===== src/rtl/fetch_stage_pkg.sv =====
// Shared RV32I pipeline types used by the fetch stage: FSM state encoding,
// the NOP encoding and a PC alignment helper.
package rv32i_types;

  typedef enum logic [1:0] {
    FETCH  = 2'd0,
    HOLD   = 2'd1,
    SQUASH = 2'd2
  } fetch_state_t;

  localparam logic [31:0] NOP_INSTR = 32'h0000_0013;

  // Instruction addresses are word aligned; low bits of a target are ignored.
  function automatic logic [31:0] align_pc(input logic [31:0] pc);
    return {pc[31:2], 2'b00};
  endfunction

endpackage


===== src/rtl/fetch_stage_skid_buf.sv =====
// One-entry instruction/PC holding register with a valid bit, used to keep a
// cache response alive while the pipeline is stalled.
module fetch_skid_buf
  import rv32i_types::*;
(
  input  logic        clk,
  input  logic        rst,
  input  logic        i_load,
  input  logic        i_clear,
  input  logic [31:0] i_instr,
  input  logic [31:0] i_pc,
  output logic        o_valid,
  output logic [31:0] o_instr,
  output logic [31:0] o_pc
);

  logic        r_valid;
  logic [31:0] r_instr;
  logic [31:0] r_pc;

  always_ff @(posedge clk) begin
    if (rst) begin
      r_valid <= 1'b0;
      r_instr <= NOP_INSTR;
      r_pc    <= 32'h0;
    end else if (i_load) begin
      r_valid <= 1'b1;
      r_instr <= i_instr;
      r_pc    <= i_pc;
    end else if (i_clear) begin
      r_valid <= 1'b0;
    end
  end

  assign o_valid = r_valid;
  assign o_instr = r_instr;
  assign o_pc    = r_pc;

endmodule


===== src/rtl/fetch_stage.sv =====
// RV32I instruction-fetch stage: owns the PC, keeps one cache read in flight
// and squashes it on EX redirects. Optional skid buffer: FETCH_SKID_BUF_EN.
module fetch_stage
  import rv32i_types::*;
#(
  parameter logic [31:0] PC_RESET = 32'h0000_0060
) (
  input  logic        clk,
  input  logic        rst,
  input  logic        stall_id,
  input  logic        redirect,
  input  logic [31:0] redirect_pc,
  output logic [31:0] i_mem_addr,
  output logic        i_mem_read,
  input  logic [31:0] i_mem_rdata,
  input  logic        i_mem_resp,
  output logic [31:0] instruction,
  output logic [31:0] inst_pc,
  output logic        i_resp,
  output logic [1:0]  o_dbg_state
);

  // Handshake: an instruction transfers on i_resp && !stall_id. i_resp never
  // looks at stall_id; the cache request (i_mem_read/i_mem_addr) stays fixed
  // until i_mem_resp.
  fetch_state_t r_state, w_next_state;
  logic [31:0]  r_pc, w_next_pc;
  logic [31:0]  r_tgt, w_next_tgt;
  logic [31:0]  w_redirect_tgt;
  logic         w_accept;

`ifdef FETCH_SKID_BUF_EN
  logic        w_buf_load;
  logic        w_buf_clear;
  logic        w_buf_valid;
  logic [31:0] w_buf_instr;
  logic [31:0] w_buf_pc;

  fetch_skid_buf u_skid_buf (
    .clk     (clk),
    .rst     (rst),
    .i_load  (w_buf_load),
    .i_clear (w_buf_clear),
    .i_instr (i_mem_rdata),
    .i_pc    (r_pc),
    .o_valid (w_buf_valid),
    .o_instr (w_buf_instr),
    .o_pc    (w_buf_pc)
  );
`endif

  assign w_redirect_tgt = align_pc(redirect_pc);
  assign w_accept       = i_resp && !stall_id;
  assign o_dbg_state    = r_state;

  always_ff @(posedge clk) begin
    if (rst) begin
      r_state <= FETCH;
      r_pc    <= PC_RESET;
      r_tgt   <= 32'h0;
    end else begin
      r_state <= w_next_state;
      r_pc    <= w_next_pc;
      r_tgt   <= w_next_tgt;
    end
  end

  always_comb begin
    i_mem_addr  = r_pc;
    i_mem_read  = (r_state == FETCH) || (r_state == SQUASH);
    i_resp      = 1'b0;
    instruction = NOP_INSTR;
    inst_pc     = r_pc;
    if (r_state == FETCH && i_mem_resp) begin
      i_resp      = 1'b1;
      instruction = i_mem_rdata;
    end
`ifdef FETCH_SKID_BUF_EN
    if (r_state == HOLD && w_buf_valid) begin
      i_resp      = 1'b1;
      instruction = w_buf_instr;
      inst_pc     = w_buf_pc;
    end
`endif
  end

  always_comb begin
    w_next_state = r_state;
    w_next_pc    = r_pc;
    w_next_tgt   = r_tgt;
`ifdef FETCH_SKID_BUF_EN
    w_buf_load   = 1'b0;
    w_buf_clear  = 1'b0;
`endif
    case (r_state)
      FETCH: begin
        // Redirect wins over accept; a same-cycle response is still shown.
        if (redirect) begin
          if (i_mem_resp) begin
            w_next_pc = w_redirect_tgt;
          end else begin
            w_next_state = SQUASH;
            w_next_tgt   = w_redirect_tgt;
          end
        end else if (w_accept) begin
          w_next_pc = r_pc + 32'd4;
`ifdef FETCH_SKID_BUF_EN
        end else if (i_mem_resp) begin
          w_next_state = HOLD;
          w_buf_load   = 1'b1;
`endif
        end
      end
      HOLD: begin
`ifdef FETCH_SKID_BUF_EN
        if (redirect) begin
          w_next_state = FETCH;
          w_next_pc    = w_redirect_tgt;
          w_buf_clear  = 1'b1;
        end else if (w_accept) begin
          w_next_state = FETCH;
          w_next_pc    = r_pc + 32'd4;
          w_buf_clear  = 1'b1;
        end
`else
        w_next_state = FETCH;
`endif
      end
      SQUASH: begin
        if (redirect) begin
          w_next_tgt = w_redirect_tgt;
        end
        if (i_mem_resp) begin
          w_next_state = FETCH;
          w_next_pc    = redirect ? w_redirect_tgt : r_tgt;
        end
      end
      default: begin
        w_next_state = FETCH;
      end
    endcase
  end

endmodule


===== config.mk =====
export PLATFORM = sky130hd
export DESIGN_NAME = fetch_stage
export DESIGN_NICKNAME = d
export VERILOG_FILES = /design/src/rtl/fetch_stage_pkg.sv /design/src/rtl/fetch_stage_skid_buf.sv /design/src/rtl/fetch_stage.sv
export SDC_FILE = /design/constraint.sdc
export NUM_CORES = 1
export LEC_CHECK = 0
export CELL_PAD_IN_SITES_DETAIL_PLACEMENT = 0
export CELL_PAD_IN_SITES_GLOBAL_PLACEMENT = 1
export CORE_ASPECT_RATIO = 0.8
export CORE_UTILIZATION = 29
export DETAILED_ROUTE_END_ITERATION = 7
export PLACE_DENSITY = 0.79
export SYNTH_ARGS = -nofsm -noshare
export SYNTH_HDL_FRONTEND = slang
export SYNTH_SLANG_ARGS = --single-unit

===== constraint.sdc =====
create_clock -name clk -period 2.8 [get_ports clk]
set_clock_uncertainty 0.2 [all_clocks]
set_input_delay 0.56 -clock clk [delete_from_list [all_inputs] [get_ports clk]]
set_output_delay 0.56 -clock clk [all_outputs]
set_load 0.05 [all_outputs]

# After elaboration in Yosys (flattened, before gate mapping)
# Index checks and enable logic that the tools add are counted.
# Widths: inputs -> output; s select.
dict set report classes {
  n_addsub 1
  n_eq_ne 6
  n_mux 15
  reduce_logical 9
}
# op count
set ops {}
lappend ops {{$mux 32} 8}
lappend ops {{$pmux 32 s2} 2}
lappend ops {{$add 32x3->32 const B} 1}
lappend ops {{$mux 2} 3}
lappend ops {{$ne 2x2->1 const B} 3}
lappend ops {{$ne 3x3->1 const B} 2}
lappend ops {{$reduce_and 3->1} 2}
lappend ops {{$pmux 2 s2} 1}
lappend ops {{$reduce_and 4->1} 1}
lappend ops {{$eq 2x2->1 const B} 1}
lappend ops {{$logic_and 1x1->1} 2}
lappend ops {{$logic_not 2->1} 1}
lappend ops {{$reduce_bool 2->1} 1}
lappend ops {{$logic_not 1->1} 1}
lappend ops {{$logic_or 1x1->1} 1}
lappend ops {{$mux 1} 1}
dict set report word_totals {
  ff_bits 66
}

# Depth between registers and ports, before layout
# Gate-level depths: netlist of run 1.
dict set report depth {
  depth_word 7
  mapped_depth 10
  ltp_nobuf 7
}

# Least setup slack after synthesis of run 1
# Ideal clock, no wire load.
dict set report synth_timing {
  path_type {register to register}
  from {reg r_state[1], in the netlist o_dbg_state[1]}
  to {reg r_pc[5], in the netlist i_mem_addr[5]}
  setup_time_ns 0.122
  t_arrival_ns 2.780
  t_required_ns 2.478
  setup_slack_ns -0.302
  path_stages_with_launch 9
  n_path_buf 2
  path_cell_list {dfxtp_1 -> clkbuf_1 -> clkinv_1 -> ha_1 -> or3b_1 -> a21oi_1 -> buf_2 -> o21ai_0 -> a221o_1}
}
dict set report synth_between {
  elab_chain_len 6
}
# element line_no
set synth_rtl {}
lappend synth_rtl {{from (decl)} fetch_stage.sv:26} ;# fetch_state_t r_state, w_next_state;
lappend synth_rtl {{from (signal assigned)} fetch_stage.sv:62} ;# r_state <= w_next_state;
lappend synth_rtl {{$logic_not 2->1} fetch_stage.sv:74} ;# if (r_state == FETCH && i_mem_resp) begin
lappend synth_rtl {{$logic_and 1x1->1} fetch_stage.sv:74}
lappend synth_rtl {{$mux 1} fetch_stage.sv:74}
lappend synth_rtl {{named net i_resp} fetch_stage.sv:19} ;# output logic i_resp,
lappend synth_rtl {{$logic_and 1x1->1} fetch_stage.sv:53} ;# assign w_accept = i_resp && !stall_id;
lappend synth_rtl {{$ne 3x3->1 (no line)} --}
lappend synth_rtl {{$reduce_and 4->1 (no line)} --}
lappend synth_rtl {{to (signal assigned)} fetch_stage.sv:63} ;# r_pc <= w_next_pc;
lappend synth_rtl {{to (decl)} fetch_stage.sv:27} ;# logic [31:0] r_pc, w_next_pc;
# The timed path passes the listed nets, and every way through them passes these cells.
# A chain may end at the register's enable or synchronous reset.

# Worst setup path after layout of run 1
dict set report layout_timing {
  from {in i_mem_resp}
  to {out instruction[1]}
}
dict set report layout_between {
  elab_chain_len 2
}
# element line_no
set layout_rtl {}
lappend layout_rtl {{from (decl)} fetch_stage.sv:16} ;# input logic i_mem_resp,
lappend layout_rtl {{$logic_and 1x1->1} fetch_stage.sv:74}
lappend layout_rtl {{$mux 32} fetch_stage.sv:74}
lappend layout_rtl {{to (decl)} fetch_stage.sv:17} ;# output logic [31:0] instruction,
# No other way between the ends.

==> results of run 1 <==
==> cell usage in the layout (no fill, tap or decap), drive strengths merged, types with 6 or more instances in the layout <==
cell type	instances
nor2	28
clkbuf	9
nand3	15
and3	12
a21oi	56
clkdlybuf4s50	130
buf	69
nor3	11
o22ai	9
dfxtp	65
o21ai	37
nand2	106
nand4	11
and2	33
mux2i	6
o211ai	12
a31oi	7
==> state kept, by name (all words and copies together), names as in the netlist <==
signal / count
o_dbg_state: 1
r_tgt: 32
i_mem_addr: 32
==> worst max-delay path, delay by kind of cell <==
family        cells  cell delay (ps)
buf+inv           3              900
simple gates      1              290
fa+ha+maj         1              150
==> stage by stage <==
stage	setup WS [ps]	TNS, ps	util [%]	instances	cell area, sq um
6_report	128	0	48.3	854	6240
5_1_grt	61.9	0	48.3	854	6240
3_5_place_dp	-141	-1040	46.0	838	5940
4_1_cts	40.0	0	48.3	854	6230
2_1_floorplan	140	0	-	536	3870
3_3_place_gp	-136	-723	46.0	838	5940
==> cell type report <==
class,instances,area share (%)
Timing Repair Buffer,199,36.2
Multi-Input combinational cell,395,34.4
Sequential cell,65,20.9
Clock buffer,9,3.61
Tap cell,175,3.51
Clock inverter,7,1.14
Inverter,4,0.241
==> final timing paths <==
path / slack, ps / cells past startpoint / to
hold / removal: 250 / 2 / r_tgt[25]
setup / recovery: 130 / 5 / instruction[1]
setup reg to reg: 380 / 5 / i_mem_addr[31]
hold reg to reg: 250 / 2 / r_tgt[25]
==> routing by layer <==
metal / track usage (%) / vias up / wire, um
met5: 0 / - / 0
met4: 3.94 / 0 / 116
met3: 5.33 / 9 / 1180
met2: 32.4 / 225 / 6330
met1: 27.9 / 2070 / 6180
li1: - / 2134 / -
==> logic make-up after synthesis <==
family	count (synthesis)
buffers and inverters	76
AO/OA/AOI/OAI	151
multiplexers	7
adder cells (fa/ha/maj)	3
other	2
flip-flops	65
AND/OR/NAND/NOR	232
==> power groups by stage <==
stage / clock, W / combinational [W] / sequential (W)
after detailed placement: 0 / 0.00127 / 0.00110
final: 0.00112 / 0.00127 / 0.00109
after global routing: 0.00119 / 0.00134 / 0.00110
after floorplan: 0 / 0.000626 / 0.00123
after global placement: 0 / 0.00126 / 0.00110
after CTS: 0.00114 / 0.00127 / 0.00108
==> reports/summary.txt, run 1 <==
FINISH
------------------------------------------------------------------------------------------------------
Filler cell count in the final layout                                                             1208
Count of nets after finishing                                                                      746
Layout cell share with drive strength beyond 1                                                   13.7%
Syn-to-layout area delta                                                                         61.6%
Multi-input gate area                                                                       2150 sq um
Register area                                                                               1300 sq um
Number of antenna repair diodes                                                                      0

CLOCK NETWORK
------------------------------------------------------------------------------------------------------
Clock Sinks                                                                                         65
Latest clock arrival within the worst-skew pair                                                 330 ps
Number of H-tree levels                                                                              3
Root buf cell                                                                             sky130_fd_sc_hd__clkbuf_16
Resize count post-CTS                                                                                0
Clock transition at the register clock pins on the worst setup and hold paths after CTS          60 ps
Number of buffers created by CTS                                                                     9
Hold-fix buffer count after cts                                                                      0
CTS tree                                                                                          done
Buffer count from post-CTS setup fixing                                                              0
Clock Tree Buf Depth                                                                                 2

POWER
------------------------------------------------------------------------------------------------------
Net switching power                                                                          0.00129 W
Combinational power share                                                                        36.5%
Clock share of power                                                                             32.3%
Fraction of power consumed by sequential logic                                                   31.2%
P per Cell Area                                                                            558 nW/um^2
Design Power                                                                                 0.00348 W
Static leakage                                                                                 2.34 nW
Switching share of total power                                                                   37.0%
Cell-internal power                                                                          0.00219 W
Peak supply drop                                                                            0.000277 V

DRT
------------------------------------------------------------------------------------------------------
Average wire per standard cell                                                                 16.2 um
Drt drc                                                                                              0
Detailed Routing Iterations Pass 1                                                                   6
Total Wirelength                                                                              13800 um
Vias per inst                                                                                     5.20
Initial DRC count                                                                                  392
Total number of vias                                                                              4438
Number of antenna-violating nets in the routed design                                                0

LOGIC SYNTHESIS
------------------------------------------------------------------------------------------------------
Share of cell area taken by muxes after synthesis                                                1.85%
Proportion of register bits with asynchronous set or reset after synthesis                          0%
Post-synthesis simple-gate area fraction                                                         28.5%
Synth area leader                                                                         sky130_fd_sc_hd__dfxtp_1
Largest cells by area after synthesis                                                     sky130_fd_sc_hd__dfxtp_1, sky130_fd_sc_hd__nand2_1, sky130_fd_sc_hd__a21oi_1, sky130_fd_sc_hd__buf_4, sky130_fd_sc_hd__and2_1
Synth Area per Inst                                                                         7.20 sq um
Number of synthesized flops with an enable pin                                                       0
Largest family of logic cells by synthesized area                                         simple AND/OR/NAND/NOR gates
Xor and xnor fraction of the mapped netlist area                                                    0%
Warnings, synthesis                                                                                  0
Dominant register cell in the synthesized netlist                                         sky130_fd_sc_hd__dfxtp_1
Most used standard cell by instance count after synthesis                                 sky130_fd_sc_hd__nand2_1
Count of cell types in the netlist                                                                  47
Area share of the leading cell type in the synthesized netlist                                   33.7%
#FFs+latches synth                                                                                  65
Compound-Gate Fraction of Synth Area                                                             23.6%
Adder and majority cell fraction of the synthesized area                                        0.972%
Cell area after synthesis                                                                   3860 sq um
Syn_nets                                                                                           608
Seq/Total Area, Yosys                                                                            33.7%
Leading post-synthesis cells by instance count                                            sky130_fd_sc_hd__nand2_1, sky130_fd_sc_hd__dfxtp_1, sky130_fd_sc_hd__a21oi_1
Cell count after synthesis                                                                         536

GRT
------------------------------------------------------------------------------------------------------
First-pass GRT wire length                                                                    21700 um
Tot GR Track Use                                                                                 20.5%
Remaining global-route overflow                                                                      0
Largest net degree at the start of global routing                                                   44
Via count of the first global-routing pass                                                        4123
Initial antenna violation count                                                                      0

TIMING
------------------------------------------------------------------------------------------------------
Max transition margin                                                                            56.9%
Fmax                                                                                           374 MHz
Final period util                                                                                95.4%
Minimum clock period                                                                           2670 ps
Fin. max-slew vios                                                                                   0
Final hold violation count                                                                           0
Worst Tran Pin Value                                                                            645 ps
Final setup violation count                                                                          0
Min Hold Slack                                                                                  252 ps
Setup repair after global routing missed its margin                                              false

SETUP PATH
------------------------------------------------------------------------------------------------------
Startpoint of the worst register-to-register path                                         i_mem_addr[5]
Capturing element type of the critical path                                                 output pin
Largest fanout of any net on the critical path                                                      35
Worst EP arrival                                                                               1910 ps
Critical path cell sequence                                                               clkdlybuf4s50_1 -> ha_4 -> buf_6 -> or2b_1 -> buf_12
Startpoint class of the critical path                                                       input port
Critical path required time                                                                    2040 ps
Worst Setup SP                                                                              i_mem_resp
Classification of the worst setup path                                                    input port to output pin
Slowest stage cell on the critical path                                                   sky130_fd_sc_hd__clkdlybuf4s50_1
Maximum single-stage delay on the critical path                                                 530 ps

STATUS
------------------------------------------------------------------------------------------------------
Result of the run                                                                         finished clean

PLACE
------------------------------------------------------------------------------------------------------
Number of input and output port buffers inserted                                                   164
GP Congestion                                                                                    0.865
HPWL after DPL                                                                                10300 um

FLOORPLAN
------------------------------------------------------------------------------------------------------
I/O Pins                                                                                           169
Initial cell density of the core                                                                 29.9%
# rows                                                                                              37
Total Die Area                                                                             13800 sq um
Area of the core region                                                                    12900 sq um
Width of the chip                                                                               131 um
Die boundary height                                                                             105 um

MIN PATH
------------------------------------------------------------------------------------------------------
Hold Path Class                                                                           flip-flop to flip-flop
Hold wc startpoint                                                                           r_tgt[25]

RUN
------------------------------------------------------------------------------------------------------
Max cap viols                                                                                        0

Power figures use the tool's default switching activity.
==> run 2, diff against run 1 <==
- CORE_ASPECT_RATIO: 0.8 -> unset
==> reports/summary.txt, run 2 (synthesis gave the netlist of run 1 again) <==
SETUP PATH
------------------------------------------------------------------------------------------------------
Startpoint class of the critical path                                                       input port
Startpoint of the worst register-to-register path                                         i_mem_addr[3]
Capturing element type of the critical path                                                 output pin
Worst EP arrival                                                                               1930 ps
Classification of the worst setup path                                                    input port to output pin
Worst Setup SP                                                                              i_mem_resp
Critical path required time                                                                    2040 ps
Largest fanout of any net on the critical path                                                      35

FLOORPLAN
------------------------------------------------------------------------------------------------------
Area of the core region                                                                    12800 sq um
Die boundary height                                                                             117 um
Total Die Area                                                                             13800 sq um
# rows                                                                                              41
Initial cell density of the core                                                                 30.1%
I/O Pins                                                                                           169
Width of the chip                                                                               117 um

FINISH
------------------------------------------------------------------------------------------------------
Layout cell share with drive strength beyond 1                                                   12.8%
Count of nets after finishing                                                                      739
Number of antenna repair diodes                                                                      0
Final std cells w/o fill                                                                           844
Syn-to-layout area delta                                                                         60.8%
Most common cell after layout, fill and taps aside                                        sky130_fd_sc_hd__clkdlybuf4s50_1
Top library cells by usage in the layout, fill and taps aside                             sky130_fd_sc_hd__clkdlybuf4s50_1, sky130_fd_sc_hd__nand2_1, sky130_fd_sc_hd__dfxtp_1, sky130_fd_sc_hd__a21oi_1, sky130_fd_sc_hd__o21ai_0

DRT
------------------------------------------------------------------------------------------------------
Total number of vias                                                                              4342
Routed met1 length                                                                             6350 um
Drt drc                                                                                              0
Initial DRC count                                                                                  395
Total Wirelength                                                                              14000 um
Average wire per standard cell                                                                 16.6 um
Top Layer Used                                                                                    met4
Detailed Routing Iterations Pass 1                                                                   5
Routed wire length on met3                                                                      933 um
Number of antenna-violating nets in the routed design                                                0
Met2 Routed Length                                                                             6570 um
Vias per inst                                                                                     5.14

GRT
------------------------------------------------------------------------------------------------------
Tot GR Track Use                                                                                 20.0%
Initial antenna violation count                                                                      0
Largest net degree at the start of global routing                                                   39
Via count of the first global-routing pass                                                        4075
First-pass GRT wire length                                                                    21900 um
Remaining global-route overflow                                                                      0

POWER
------------------------------------------------------------------------------------------------------
Peak supply drop                                                                            0.000365 V
Static leakage                                                                                 2.32 nW
P per Cell Area                                                                            565 nW/um^2

CLOCK NETWORK
------------------------------------------------------------------------------------------------------
Clock Sinks                                                                                         65
Number of H-tree levels                                                                              3
Clock transition at the register clock pins on the worst setup and hold paths after CTS          50 ps
CTS tree                                                                                          done
Latest clock arrival within the worst-skew pair                                                 320 ps
Number of buffers created by CTS                                                                     9
Clock Tree Buf Depth                                                                                 2
Root buf cell                                                                             sky130_fd_sc_hd__clkbuf_16

PLACE
------------------------------------------------------------------------------------------------------
Place WS                                                                                       -142 ps
Number of input and output port buffers inserted                                                   164
Number of cells in the design after placement                                                      828
HPWL after DPL                                                                                10500 um
GP Congestion                                                                                    0.852

TIMING
------------------------------------------------------------------------------------------------------
Max transition margin                                                                            54.2%
Final period util                                                                                96.0%
Setup WS post-layout                                                                            112 ps
Fin. max-slew vios                                                                                   0
Setup repair after global routing missed its margin                                              false
Minimum clock period                                                                           2690 ps
Fmax                                                                                           372 MHz
Final setup violation count                                                                          0
Summed negative setup slack over all endpoints                                                    0 ps
Final hold violation count                                                                           0
Worst Tran Pin Value                                                                            684 ps

MIN PATH
------------------------------------------------------------------------------------------------------
Hold wc startpoint                                                                           r_tgt[11]
Hold Path Class                                                                           flip-flop to flip-flop

STATUS
------------------------------------------------------------------------------------------------------
Result of the run                                                                         finished clean

RUN
------------------------------------------------------------------------------------------------------
Max cap viols                                                                                        0

run 2: cell count changes in the layout (fill, tap and decap cells not counted), sizes merged:
cell,before,now
buf,69,63
clkbuf,9,14
clkdlybuf4s50,130,129
clkinv,4,2
clkinvlp,3,0
run 2: metrics by stage:
step / util (%) / hold slack [ps] / instance area, sq um / power (W)
3_5_place_dp: 45.9 / 243 / 5890 / 0.00237
4_1_cts: 48.4 / 251 / 6200 / 0.00353
2_1_floorplan: - / 232 / 3870 / 0.00186
3_3_place_gp: 45.9 / 237 / 5890 / 0.00235
5_1_grt: 48.4 / 269 / 6210 / 0.00363
6_report: 48.4 / 250 / 6210 / 0.00351
run 2: repair_timing:
action | in CTS | in global routing
hold buffers | 0 | 0
endpoints found under the setup margin | 0 | 15
buffers inserted | 0 | 0
gates resized for setup | 0 | 3
run 2: routing by layer:
metal / vias up / track usage (%)
li1: 2111 / -
met1: 2039 / 27.2
met2: 175 / 32.5
met3: 17 / 3.26
met4: 0 / 5.19
met5: - / 0
run 2: worst paths after layout:
check | end | slack, ps | cells past startpoint
setup / recovery | instruction[1] | 110 | 5
hold / removal | r_tgt[11] | 250 | 2
setup reg to reg | i_mem_addr[14] | 420 | 6
hold reg to reg | r_tgt[11] | 250 | 2
run 2: final cells by class:
type,instances,area (sq um)
Tap cell,172,215
Fill cell,1253,6620
Multi-Input combinational cell,395,2150
Sequential cell,65,1300
Clock inverter,2,35.0
Inverter,4,15.0
Clock buffer,14,274
Timing Repair Buffer,192,2220
run 2: power by group:
part           total, W  switching (W)  internal (W)
Clock           0.00116       0.000399      0.000761
Sequential      0.00108      0.0000888      0.000995
Combinational   0.00127       0.000762      0.000505
run 2: critical path, cell delays in order:
cell and delay, ps:
sky130_fd_sc_hd__clkdlybuf4s50_1 560, sky130_fd_sc_hd__ha_4 170, sky130_fd_sc_hd__buf_8 190, sky130_fd_sc_hd__or2b_1 290, sky130_fd_sc_hd__buf_12 160
==> run 3, diff against run 2 <==
- CTS_CLUSTER_DIAMETER: unset -> 50
==> results of run 3 <==
No change in the layout: final DEF, timing and power equal those of run 2.
